`config.mk`:
```
export PLATFORM = sky130hd
export DESIGN_NAME = gate_sensor
export DESIGN_NICKNAME = d
export VERILOG_FILES = /design/src/rtl/gate_pkg.sv /design/src/rtl/sensor_debounce.sv /design/src/rtl/gate_sensor.sv
export SDC_FILE = /design/constraint.sdc
export NUM_CORES = 1
export LEC_CHECK = 0
export CAP_MARGIN = 20
export CORE_MARGIN = 10
export CORE_UTILIZATION = 45
export CTS_CLUSTER_DIAMETER = 80
export CTS_CLUSTER_SIZE = 10
export DETAILED_ROUTE_END_ITERATION = 10
export PLACE_DENSITY_LB_ADDON = 0.25
export SETUP_SLACK_MARGIN = 0.05
export SYNTH_ARGS = -nofsm -noshare
export SYNTH_HDL_FRONTEND = slang
export SYNTH_SLANG_ARGS = --single-unit
```
`constraint.sdc`:
```
create_clock -name clk -period 2.5 [get_ports clk]
set_clock_uncertainty 0.05 [all_clocks]
set_input_delay 0.25 -clock clk [delete_from_list [all_inputs] [get_ports clk]]
set_output_delay 0.25 -clock clk [all_outputs]
set_load 0.1 [all_outputs]
```
`src/rtl/gate_pkg.sv`:
```
// Shared definitions for the parking-lot gate sensor front end.
//   gate_state_t     : passage-tracking FSM states
//   DEBOUNCE_DEFAULT : default number of stable synchronised cycles needed
//                      before a filtered sensor value flips
package gate_pkg;

    typedef enum logic [2:0] {
        IDLE,
        EN_A,
        EN_AB,
        EN_B,
        EX_B,
        EX_BA,
        EX_A,
        ERR
    } gate_state_t;

    localparam int unsigned DEBOUNCE_DEFAULT = 4;

endpackage

```
`src/rtl/sensor_debounce.sv`:
```
// Two-flop synchroniser followed by a run-length debounce filter for one
// photo-sensor line.
//   clk      : system clock
//   rst_n    : asynchronous active-low reset
//   raw_i    : raw sensor line, asynchronous to clk
//   filt_o   : filtered sensor value
// The filtered value flips only after the synchronised value has differed
// from it on DEBOUNCE_CYCLES consecutive edges (legal range 1..255).
module sensor_debounce
    import gate_pkg::*;
#(
    parameter int unsigned DEBOUNCE_CYCLES = DEBOUNCE_DEFAULT
) (
    input  logic clk,
    input  logic rst_n,
    input  logic raw_i,
    output logic filt_o
);

    // Counter value on the edge that completes a full run.
    localparam logic [7:0] CNT_LAST = 8'(DEBOUNCE_CYCLES - 1);

    logic       sync1_q;
    logic       sync2_q;
    logic       filt_q;
    logic       filt_d;
    logic [7:0] cnt_q;
    logic [7:0] cnt_d;

    // NOTE: every variable gets a default before any branch so no latch is
    // inferred on paths that do not assign it.
    always_comb begin
        cnt_d  = '0;
        filt_d = filt_q;
        if (sync2_q != filt_q) begin
            if (cnt_q == CNT_LAST) begin
                filt_d = ~filt_q;
            end else begin
                cnt_d = cnt_q + 8'd1;
            end
        end
    end

    // NOTE: sequential state uses non-blocking assignments so every flop
    // samples the pre-edge value of the others (sync1 -> sync2 chain).
    always_ff @(posedge clk or negedge rst_n) begin
        if (!rst_n) begin
            sync1_q <= 1'b0;
            sync2_q <= 1'b0;
            filt_q  <= 1'b0;
            cnt_q   <= '0;
        end else begin
            sync1_q <= raw_i;
            sync2_q <= sync1_q;
            filt_q  <= filt_d;
            cnt_q   <= cnt_d;
        end
    end

    assign filt_o = filt_q;

endmodule

```
`src/rtl/gate_sensor.sv`:
```
// Gate sensor front end: turns the outer (a) and inner (b) beam lines into
// single-cycle enter / exit / reject pulses for the lot controller.
//   clk      : system clock (controller's divided clock)
//   reset    : asynchronous active-low reset
//   sensor_a : raw outer beam, 1 = blocked
//   sensor_b : raw inner beam, 1 = blocked
//   full     : lot full flag from the controller
//   enter    : pulse, completed entry admitted
//   exit     : pulse, completed exit
//   reject   : pulse, completed entry while full
//   busy     : FSM is tracking a passage (state != IDLE)
module gate_sensor
    import gate_pkg::*;
#(
    parameter int unsigned DEBOUNCE_CYCLES = DEBOUNCE_DEFAULT
) (
    input  logic clk,
    input  logic reset,
    input  logic sensor_a,
    input  logic sensor_b,
    input  logic full,
    output logic enter,
    output logic exit,
    output logic reject,
    output logic busy
);

    logic        fa;
    logic        fb;
    gate_state_t state_q;
    gate_state_t state_d;
    logic        enter_q,  enter_d;
    logic        exit_q,   exit_d;
    logic        reject_q, reject_d;

    sensor_debounce #(.DEBOUNCE_CYCLES(DEBOUNCE_CYCLES)) u_deb_a (
        .clk    (clk),
        .rst_n  (reset),
        .raw_i  (sensor_a),
        .filt_o (fa)
    );

    sensor_debounce #(.DEBOUNCE_CYCLES(DEBOUNCE_CYCLES)) u_deb_b (
        .clk    (clk),
        .rst_n  (reset),
        .raw_i  (sensor_b),
        .filt_o (fb)
    );

    // Passage tracking: the exit path mirrors entry with a and b swapped.
    // Any pattern not listed for a state holds that state.
    always_comb begin
        state_d  = state_q;
        enter_d  = 1'b0;
        exit_d   = 1'b0;
        reject_d = 1'b0;
        unique case (state_q)
            IDLE: begin
                case ({fa, fb})
                    2'b10:   state_d = EN_A;
                    2'b01:   state_d = EX_B;
                    2'b11:   state_d = ERR;
                    default: state_d = IDLE;
                endcase
            end
            EN_A: begin
                case ({fa, fb})
                    2'b11:   state_d = EN_AB;
                    2'b00:   state_d = IDLE;    // balked, no pulse
                    2'b01:   state_d = ERR;
                    default: state_d = EN_A;
                endcase
            end
            EN_AB: begin
                case ({fa, fb})
                    2'b01:   state_d = EN_B;
                    2'b10:   state_d = EN_A;
                    2'b00:   state_d = ERR;
                    default: state_d = EN_AB;
                endcase
            end
            EN_B: begin
                case ({fa, fb})
                    2'b00: begin
                        state_d  = IDLE;
                        enter_d  = ~full;
                        reject_d = full;
                    end
                    2'b11:   state_d = EN_AB;
                    2'b10:   state_d = ERR;
                    default: state_d = EN_B;
                endcase
            end
            EX_B: begin
                case ({fa, fb})
                    2'b11:   state_d = EX_BA;
                    2'b00:   state_d = IDLE;
                    2'b10:   state_d = ERR;
                    default: state_d = EX_B;
                endcase
            end
            EX_BA: begin
                case ({fa, fb})
                    2'b10:   state_d = EX_A;
                    2'b01:   state_d = EX_B;
                    2'b00:   state_d = ERR;
                    default: state_d = EX_BA;
                endcase
            end
            EX_A: begin
                case ({fa, fb})
                    2'b00: begin
                        state_d = IDLE;
                        exit_d  = 1'b1;
                    end
                    2'b11:   state_d = EX_BA;
                    2'b01:   state_d = ERR;
                    default: state_d = EX_A;
                endcase
            end
            ERR: begin
                if ({fa, fb} == 2'b00) state_d = IDLE;
            end
            default: state_d = IDLE;
        endcase
    end

    always_ff @(posedge clk or negedge reset) begin
        if (!reset) begin
            state_q  <= IDLE;
            enter_q  <= 1'b0;
            exit_q   <= 1'b0;
            reject_q <= 1'b0;
        end else begin
            state_q  <= state_d;
            enter_q  <= enter_d;
            exit_q   <= exit_d;
            reject_q <= reject_d;
        end
    end

    assign enter  = enter_q;
    assign exit   = exit_q;
    assign reject = reject_q;
    assign busy   = (state_q != IDLE);

endmodule

```
==> results.yml <==
synth:
  synth_area_per_cell_um2: 10.67
  netlist-cell-type-count: 34
  yosysSeqAreaShare: 0.4938
  synth_nets: 147
  synth_simple_gate_area_frac: 0.2037
  synth_compound_area_frac: 0.1261
  synth_top_family_by_area: "simple AND/OR/NAND/NOR gates"
  synth-adder-area-share: 0.07937
  yosys_warnings: 0
  synth_area_mm2: 0.001419
  synth_cells: 133
  synth_xor_area_frac: 0.04938
  synthMuxAreaShare: 0.02381
  ys_ff_latch: 28
worst_hold_path:
  hp-class: "input pin to asynchronous set/reset pin"
place:
  placed_cell_area_mm2: 0.001540
  place_inst: 183
  gp_congestion: 0.8664
  numPortBuffers: 8
  hpwl_um: 1791
floorplan:
  io-pin-count: 9
  core_area_mm2: 0.003028
  fp.dieH_um: 76.15
  die_w_um: 76.15
  fp-row-count: 20
  initial_core_util: 0.4686
  die_area_mm2: 0.005799
finish:
  syn_to_final_growth_pct: 11.11
  top_regs: "u_deb_a.cnt_q x8, u_deb_b.cnt_q x8, state_q x3"
  fin_area_mm2: 0.001577
  diodes: 0
  final_net_count: 158
  drive_gt1_frac: 0.1189
  final_cells: 187
  nFillCells: 269
grt:
  antenna_found_initial: 0
  use_met1: 0.1056
  use_met2: 0.1352
  grt_pass1_vias: 961
  grt_max_degree: 29
  grt_overflow: 0
  use_met3: 0.02594
  grt_pass1_wl_um: 4319
  grt_busiest_layer: "met2"
  grtUsageTotal: 0.08538
sta:
  fin_tns_setup_ns: 0
  finalMaxSlewViolations: 0
  fin_crit_sh: 0.7522
  finalHoldViolCount: 0
  period_minus_slack_ns: 1.881
  rsz0062_at_grt: "false"
  worstMarginPinSlew_ns: 0.4509
  fmax_mhz: 531.8
  setup_viol: 0
  timing.slew.headroom: 0.6984
drt:
  drt_iter0_drc: 56
  dr.pass1.iters: 4
  vias: 978
  wire_per_inst_um: 12.71
  post-route-drc-count: 0
  final_antenna_net_count: 0
  wl_um: 2377
  via_per_inst: 5.230
setup_path:
  cp_max_fo: 6
  criticalPathCategory: "flop to flop"
  worstPathArrival_ns: 2.05
  worstSetupStartpointType: "flop"
  cp_data_required_time_ns: 2.67
  endpoint_kind: "flop"
cts:
  clk_latency_ns: 0.32
  cts_resized: 0
  cts_buffers: 3
  clkSlewWorstSetupHoldPaths_ns: 0.15
  cts_sinks: 28
  clock_path_buffers: 2
  cts_root_buf: "clkbuf_4"
  cts_tree: "yes"
  cts_setup_buffers: 0
  cts.htree.levels: 1
  cts_hold_buf: 0
run_status:
  outcome: "finished, final reports clean"
flow_run:
  drv_cap: 0
power:
  pwr_density_cell_mw_per_mm2: 990.2
  leakagePower_nw: 0.6923
  vdd_drop_max_v: 0.0004490
## layout by cell type (no fill, tap or decap), types with 2 or more instances in the layout
master            n
o31ai_1           2
nand2b_1          3
clkbuf_4          3
ha_1              9
a21oi_1           7
clkdlybuf4s50_1   4
o21ai_0           9
and2_1            2
inv_1             6
buf_4             5
nand2_1           7
xnor2_1           3
or3_1             7
nand4_1           2
nor4_1            2
nor2b_1           3
nand3_1           7
xor2_1            5
nor2_1           12
dfrtp_1          28
## area by class of cell
cell class / count / area (µm²) / share of cell area
clock buffer: 4 / 36.28 / 0.02302
inverter: 6 / 22.52 / 0.01429
multi-input combinational: 96 / 684.4 / 0.4341
sequential: 28 / 700.7 / 0.4444
tap: 44 / 55.05 / 0.03492
timing repair buffer: 9 / 77.57 / 0.04921
## where the power goes
group	switching [mW]	total [mW]	internal [mW]
registers	0.134	0.674	0.539
logic	0.381	0.672	0.291
clock network	0.126	0.215	0.0890
total	0.641	1.56	0.920
## cells by family (layout without fill, tap and decap cells)
logic type,Yosys count,after routing
xor+xnor,8,8
mux,2,2
fa+ha+maj,9,9
flops,28,28
buf+inv,9,19
compound gates,25,25
simple gates,52,52
## routing by layer
metal  vias to the layer above  share of wire
met3                         4          0.045
met1                       468           0.45
met4                         0          0.016
li1                        488              -
met5                         -              0
met2                        18           0.48
## Yosys cell counts
cell type | number | area share
dfrtp_1 | 28 | 0.49
nor2_1 | 12 | 0.032
ha_1 | 9 | 0.079
o21ai_0 | 9 | 0.032
a21oi_1 | 7 | 0.025
nand2_1 | 7 | 0.019
nand3_1 | 7 | 0.025
or3_1 | 7 | 0.031
inv_1 | 6 | 0.016
xor2_1 | 5 | 0.031
clkbuf_1 | 3 | 0.0079
nand2b_1 | 3 | 0.013
nor2b_1 | 3 | 0.013
xnor2_1 | 3 | 0.019
and2_1 | 2 | 0.0088
nand4_1 | 2 | 0.0088
nor4_1 | 2 | 0.0088
o31ai_1 | 2 | 0.011
a2111o_1 | 1 | 0.0079
a21o_1 | 1 | 0.0053
a221o_1 | 1 | 0.0071
a2bb2oi_1 | 1 | 0.0062
and3_1 | 1 | 0.0044
mux2_2 | 1 | 0.0079
mux4_2 | 1 | 0.016
nand4b_1 | 1 | 0.0062
nor4_2 | 1 | 0.0088
o211ai_1 | 1 | 0.0053
o21bai_2 | 1 | 0.0079
o41ai_4 | 1 | 0.019
or2_2 | 1 | 0.0044
or3b_2 | 1 | 0.0062
or4_1 | 1 | 0.0053
or4b_4 | 1 | 0.0097
## critical path: stages (launching register included)
cell	delay, ns
dfrtp_1	0.48
inv_1	0.13
ha_1	0.20
or2_2	0.31
mux4_2	0.46
a2bb2oi_1	0.14
## stage by stage
| stage | hold WS (ns) | setup slack (ns) | power (mW) | utilization |
|---|---|---|---|---|
| after floorplan | -0.09559 | 0.7434 | 1.208 | - |
| after global placement | 0.2838 | 0.7156 | 1.333 | 0.5087 |
| after detailed placement | 0.2864 | 0.6254 | 1.364 | 0.5087 |
| after CTS | 0.2294 | 0.6045 | 1.582 | 0.5207 |
| after global routing | 0.2408 | 0.5109 | 1.694 | 0.5207 |
| final | 0.2229 | 0.6195 | 1.561 | 0.5207 |
## worst paths after layout
kind                                       startpoint                         end  slack, ns  cells after the start
max reg2reg                u_deb_a.filt_o$_DFFE_PN0P_      state_q[2]$_DFFE_PN0P_       0.62                      5
min                                             reset      state_q[0]$_DFFE_PN0P_       0.22                      2
max in group asynchronous                       reset  u_deb_a.cnt_q[7]$_DFF_PN0_       1.91                      2
min reg2reg                 u_deb_b.sync1_q$_DFF_PN0_   u_deb_b.sync2_q$_DFF_PN0_       0.32                      0
min in group clk                             sensor_a   u_deb_a.sync1_q$_DFF_PN0_       0.29                      1
max                        u_deb_a.filt_o$_DFFE_PN0P_      state_q[2]$_DFFE_PN0P_       0.62                      5
No activity file was read; power rests on OpenSTA's default activity.
